==> src/rtl/epb_master_pkg.sv <==
// Shared state encoding, widths and constants for the EPB bus master.
package epb_master_pkg;

  localparam int unsigned EPB_BE_W   = 4;
  localparam int unsigned EPB_DATA_W = 32;

  // Read data returned when a strobe times out
  localparam logic [EPB_DATA_W-1:0] EPB_TIMEOUT_FILL = 32'hDEAD_DEAD;

  typedef enum logic [2:0] {
    ST_IDLE,
    ST_SETUP,
    ST_STROBE,
    ST_HOLD,
    ST_RESP
  } epb_state_e;

  typedef struct packed {
    logic                  timeout;
    logic [EPB_DATA_W-1:0] rdata;
  } epb_rsp_t;

endpackage

==> src/rtl/epb_timeout_ctr.sv <==
// Strobe-length counter with clear/enable and a terminal-count flag.
// Only built when EPB_MASTER_TIMEOUT_EN is defined.
`ifdef EPB_MASTER_TIMEOUT_EN
module epb_timeout_ctr
  import epb_master_pkg::*;
#(
  parameter int unsigned CNT_MAX = 255
) (
  input  logic clk_i,
  input  logic rst_ni,
  input  logic clear_i,
  input  logic en_i,
  output logic tc_c_o
);

  localparam int unsigned CNT_W = (CNT_MAX > 1) ? $clog2(CNT_MAX) : 1;

  logic [CNT_W-1:0] cnt_q;
  logic [CNT_W-1:0] cnt_d;

  // Counter holds the number of completed enabled cycles since the last clear
  assign tc_c_o = (cnt_q == CNT_W'(CNT_MAX - 1));

  always_comb begin
    cnt_d = cnt_q;
    if (clear_i) begin
      cnt_d = '0;
    end else if (en_i && !tc_c_o) begin
      cnt_d = cnt_q + CNT_W'(1);
    end
  end

  always_ff @(posedge clk_i or negedge rst_ni) begin
    if (!rst_ni) begin
      cnt_q <= '0;
    end else begin
      cnt_q <= cnt_d;
    end
  end

endmodule
`endif

==> src/rtl/epb_master.sv <==
// EPB bus master: converts valid/ready commands into SETUP/STROBE/HOLD bus cycles.
// Define EPB_MASTER_TIMEOUT_EN to bound the strobe phase at TIMEOUT_CYC cycles.
module epb_master
  import epb_master_pkg::*;
#(
  parameter int unsigned ADDR_W      = 24,
  parameter int unsigned DATA_W      = 32,
  parameter int unsigned TIMEOUT_CYC = 255
) (
  input  logic                epb_clk,
  input  logic                epb_rst_n,
  input  logic                cmd_valid,
  output logic                cmd_ready,
  input  logic                cmd_wr,
  input  logic [ADDR_W-1:0]   cmd_addr,
  input  logic [EPB_BE_W-1:0] cmd_be,
  input  logic [DATA_W-1:0]   cmd_wdata,
  output logic                rsp_valid,
  output logic [DATA_W-1:0]   rsp_rdata,
  output logic                rsp_timeout,
  output logic                epb_cs_n_o,
  output logic                epb_r_w_n_o,
  output logic [EPB_BE_W-1:0] epb_be_n_o,
  output logic [ADDR_W-1:0]   epb_addr_o,
  output logic [DATA_W-1:0]   epb_data_out_o,
  output logic                epb_data_oe_n_o,
  input  logic [DATA_W-1:0]   epb_data_in_i,
  input  logic                epb_rdy_i
);

  epb_state_e          state_q,     state_d;
  logic                cmd_ready_q, cmd_ready_d;
  logic                cs_n_q,      cs_n_d;
  logic                r_w_n_q,     r_w_n_d;
  logic [EPB_BE_W-1:0] be_n_q,      be_n_d;
  logic [ADDR_W-1:0]   addr_q,      addr_d;
  logic [DATA_W-1:0]   dout_q,      dout_d;
  logic                oe_n_q,      oe_n_d;
  logic                rsp_valid_q, rsp_valid_d;
  epb_rsp_t            rsp_q,       rsp_d;
  logic                timeout_c;

`ifdef EPB_MASTER_TIMEOUT_EN
  logic tc_c;

  epb_timeout_ctr #(
    .CNT_MAX (TIMEOUT_CYC)
  ) u_timeout_ctr (
    .clk_i   (epb_clk),
    .rst_ni  (epb_rst_n),
    .clear_i (state_q != ST_STROBE),
    .en_i    (state_q == ST_STROBE),
    .tc_c_o  (tc_c)
  );

  assign timeout_c = tc_c;
`else
  logic unused_timeout_cyc;

  assign unused_timeout_cyc = ^TIMEOUT_CYC;
  assign timeout_c          = 1'b0;
`endif

  // Next-state and registered-output logic; bus fields hold unless updated
  always_comb begin
    state_d     = state_q;
    cs_n_d      = cs_n_q;
    r_w_n_d     = r_w_n_q;
    be_n_d      = be_n_q;
    addr_d      = addr_q;
    dout_d      = dout_q;
    oe_n_d      = oe_n_q;
    rsp_d       = rsp_q;
    rsp_valid_d = 1'b0;

    unique case (state_q)
      ST_IDLE: begin
        if (cmd_valid && cmd_ready_q) begin
          state_d = ST_SETUP;
          addr_d  = cmd_addr;
          r_w_n_d = ~cmd_wr;
          be_n_d  = ~cmd_be;
          if (cmd_wr) begin
            dout_d = cmd_wdata;
            oe_n_d = 1'b0;
          end
        end
      end
      ST_SETUP: begin
        state_d = ST_STROBE;
        cs_n_d  = 1'b0;
      end
      ST_STROBE: begin
        // Ready in the terminal-count cycle still completes normally
        if (epb_rdy_i || timeout_c) begin
          state_d       = ST_HOLD;
          cs_n_d        = 1'b1;
          rsp_d.timeout = ~epb_rdy_i;
          if (!epb_rdy_i) begin
            rsp_d.rdata = EPB_TIMEOUT_FILL;
          end else if (r_w_n_q) begin
            rsp_d.rdata = epb_data_in_i;
          end else begin
            rsp_d.rdata = '0;
          end
        end
      end
      ST_HOLD: begin
        state_d     = ST_RESP;
        rsp_valid_d = 1'b1;
        oe_n_d      = 1'b1;
      end
      ST_RESP: begin
        state_d = ST_IDLE;
      end
      default: begin
        state_d = ST_IDLE;
      end
    endcase

    cmd_ready_d = (state_d == ST_IDLE);
  end

  always_ff @(posedge epb_clk or negedge epb_rst_n) begin
    if (!epb_rst_n) begin
      state_q     <= ST_IDLE;
      cmd_ready_q <= 1'b0;
      cs_n_q      <= 1'b1;
      r_w_n_q     <= 1'b1;
      be_n_q      <= '1;
      addr_q      <= '0;
      dout_q      <= '0;
      oe_n_q      <= 1'b1;
      rsp_valid_q <= 1'b0;
      rsp_q       <= '0;
    end else begin
      state_q     <= state_d;
      cmd_ready_q <= cmd_ready_d;
      cs_n_q      <= cs_n_d;
      r_w_n_q     <= r_w_n_d;
      be_n_q      <= be_n_d;
      addr_q      <= addr_d;
      dout_q      <= dout_d;
      oe_n_q      <= oe_n_d;
      rsp_valid_q <= rsp_valid_d;
      rsp_q       <= rsp_d;
    end
  end

  assign cmd_ready       = cmd_ready_q;
  assign rsp_valid       = rsp_valid_q;
  assign rsp_rdata       = rsp_q.rdata;
  assign rsp_timeout     = rsp_q.timeout;
  assign epb_cs_n_o      = cs_n_q;
  assign epb_r_w_n_o     = r_w_n_q;
  assign epb_be_n_o      = be_n_q;
  assign epb_addr_o      = addr_q;
  assign epb_data_out_o  = dout_q;
  assign epb_data_oe_n_o = oe_n_q;

endmodule

==> config.mk <==
export PLATFORM = sky130hd
export DESIGN_NAME = epb_master
export DESIGN_NICKNAME = d
export VERILOG_FILES = /design/src/rtl/epb_master_pkg.sv /design/src/rtl/epb_timeout_ctr.sv /design/src/rtl/epb_master.sv
export SDC_FILE = /design/constraint.sdc
export NUM_CORES = 1
export LEC_CHECK = 0
export BUFFER_PORTS_ARGS = -buffer_cell sky130_fd_sc_hd__buf_2
export CAP_MARGIN = 20
export CORE_AREA = 2 2 102 104
export CTS_CLUSTER_DIAMETER = 60
export DETAILED_ROUTE_END_ITERATION = 10
export DIE_AREA = 0 0 104 106
export MAX_ROUTING_LAYER = met4
export PLACE_DENSITY = 0.7
export SLEW_MARGIN = 20
export SYNTH_ARGS = -nofsm -noshare
export SYNTH_HDL_FRONTEND = slang
export SYNTH_SLANG_ARGS = --single-unit
==> constraint.sdc <==
create_clock -name epb_clk -period 2.2 [get_ports epb_clk]
set_input_delay 0 -clock epb_clk [delete_from_list [all_inputs] [get_ports epb_clk]]
set_output_delay 0 -clock epb_clk [all_outputs]
set_load 0.02 [all_outputs]
==> metrics.csv <==
metric,value,unit
distinct cell type count after synthesis,22,
Fin Clk Skew,0.00890,ns
status,finished clean,
initial drt markers,99,
CTS H-tree depth,3,
largest net degree at the start of global routing,79,
synth warn,0,
number of global-route vias before repair,3501,
Rows,37,
Top Layer Used,met4,
Starting Density,0.384,
wl on met1,4.07,mm
Die Ht,106,µm
PortBufs,194,
crit end category,register,
CP Max Fanout,25,
Die ar.,0.0110,mm²
clock tree buffer depth,2,
DP Wirelength,6.29,mm
final hold viol count,0,
initial antenna violation count,0,
Mapped Cells,302,
Avg WL per Cell,14.0,µm
remaining global-route overflow,0,
Least-Margin Pin Slew,0.614,ns
final WL,10.2,mm
Lkg Pwr,0.00307,µW
Worst-path clk slew,0.10,ns
Tcrit/Tclk final,0.917,
met2 routed wirelength,5.39,mm
worst hold slack,0.0329,ns
total power draw,8000,µW
share of layout cells above drive strength 1,0.423,
wire length on met3,555,µm
total CTS buffers,9,
Final min period,2.02,ns
RSZ-0062 raised after global routing,false,
Ports,195,
core area,0.0100,mm²
Final Max Tran Viols,0,
max-cap viol count,0,
mapped cell area,0.00384,mm²
most frequent cells in the layout,"buf_2, dfrtp_1, dlygate4sd3_1, nand2_1, o21ai_0",
crit path launch type,register,
Post-CTS Repair Setup Buffers,0,
DRC viols,0,
clock sink count,101,
critical path class,reg2reg,
Final Setup Violations,0,
Power Dens Cells,1310,mW/mm²
# fillers,807,
Skew-Pair Late Insertion Delay,0.36,ns
"IR drop worst, VDD",558,µV
crit path DAT,2.26,ns
Area growth syn-to-layout,58.3,%
Root Buffer,clkbuf_8,
syn avg cell area,12.7,µm²
# diodes,0,
Post-Syn Nets,399,
GP Congestion,0.761,
CTS tree,built,
vias per cell,4.55,
vias post-DR,3318,
path category of the worst min-delay check,in2reg,
DRT antenna net count,0,
"most common cell after layout, fill and taps aside",buf_2,
die width,104,µm
slew margin rel.,0.590,
sequential area share after synthesis,0.660,
fmax,0.496,GHz
global-route wire length before repair,16.4,mm
Layout Nets,685,
Seq cells post-synth,101,
drt pass-1 iters,4,
CP required,2.44,ns
GRT Overall Usage,0.192,
setup TNS,0,ns
==> synth_stat cells <==
master     count  area, µm²
a21oi_1        1       5.00
and2_1         1       6.26
buf_2          1       5.00
buf_6          3       33.8
clkbuf_1      14       52.6
dfrtp_1       94       2350
dfstp_2        7        184
inv_1          2       7.51
mux2_1        29        327
mux2_2        27        304
nand2_1       68        255
nand2b_1       1       6.26
nand4bb_1      1       11.3
nor2_1         2       7.51
nor2_4         1       11.3
nor3b_1        3       22.5
nor4b_1        1       8.76
nor4bb_1       1       10.0
o21ai_0       42        210
o21ai_1        1       5.00
or4b_1         1       10.0
xnor2_1        1       8.76
==> layer usage <==
layer  vias to the layer above  global-route usage
met5                         -                   -
li1                       1585                   -
met3                        17              0.0497
met4                         0              0.0531
met1                      1588               0.212
met2                       128               0.344
==> cell type report <==
cell class	count	area, µm²	share of cell area
inverter	2	7.51	0.00123
clock buffer	9	124	0.0204
sequential	101	2540	0.417
clock inverter	7	56.3	0.00925
timing repair buffer	293	1980	0.325
multi-input combinational	181	1210	0.199
tap	136	170	0.0280
==> worst paths after layout <==
path | startpoint | endpoint | slack, ns | cells past startpoint
setup / recovery | state_q[1]$_DFF_PN0_ | epb_data_out_o[8]$_DFFE_PN0P_ | 0.18 | 4
hold / removal | cmd_wr | epb_data_oe_n_o$_DFFE_PN1P_ | 0.03 | 4
setup reg to reg | state_q[1]$_DFF_PN0_ | epb_data_out_o[8]$_DFFE_PN0P_ | 0.18 | 4
hold reg to reg | rsp_rdata[0]$_DFFE_PN0P_ | rsp_rdata[0]$_DFFE_PN0P_ | 0.48 | 2
max in group asynchronous | epb_rst_n | epb_be_n_o[1]$_DFFE_PN1P_ | 1.39 | 3
min in group asynchronous | epb_rst_n | epb_data_out_o[10]$_DFFE_PN0P_ | 0.09 | 2
==> cells by family after synthesis <==
kind of cell	synth area share
flip-flops	0.660
AND/OR/NAND/NOR	0.0908
XOR/XNOR	0.00228
multiplexers	0.164
buffers and inverters	0.0257
AO/OA/AOI/OAI	0.0573
==> through the flow <==
| step | setup WS, ns | instances | instance area [µm²] | util |
|---|---|---|---|---|
| final | 0.183 | 729 | 6080 | 0.608 |
| after global routing | 0.0967 | 729 | 6080 | 0.608 |
| after CTS | 0.184 | 729 | 6080 | 0.608 |
| after detailed placement | 0.216 | 619 | 4960 | 0.496 |
| after global placement | 0.265 | 619 | 4960 | 0.496 |
| after floorplan | 0.350 | 302 | 3840 | - |
==> registers in the layout, summed over array words and instances, names as in the netlist <==
name,count
epb_data_out_o,32
rsp_rdata,32
epb_addr_o,24
epb_be_n_o,4
state_q,3
cmd_ready,1
epb_cs_n_o,1
epb_data_oe_n_o,1
epb_r_w_n_o,1
rsp_timeout,1
rsp_valid,1
==> critical path: stages, from the launching register on <==
cell     delay (ns)
dfrtp_1        0.47
or4b_1         0.69
nor2_4         0.19
buf_12         0.19
mux2_1         0.36
==> report_power, final <==
group / switching [µW] / internal (µW) / leakage [µW]
Clock: 672 / 426 / 0.0000906
Combinational: 2150 / 1400 / 0.00173
Sequential: 551 / 2790 / 0.00124
Total: 3370 / 4620 / 0.00307
==> timing repair <==
| item | in CTS | in global routing |
|---|---|---|
| gates resized for setup | 0 | 0 |
| setup endpoints to repair | 0 | 0 |
| hold endpoints to repair | 188 | 0 |
| hold buffers | 94 | 0 |
No activity file was read; power rests on OpenSTA's default activity.
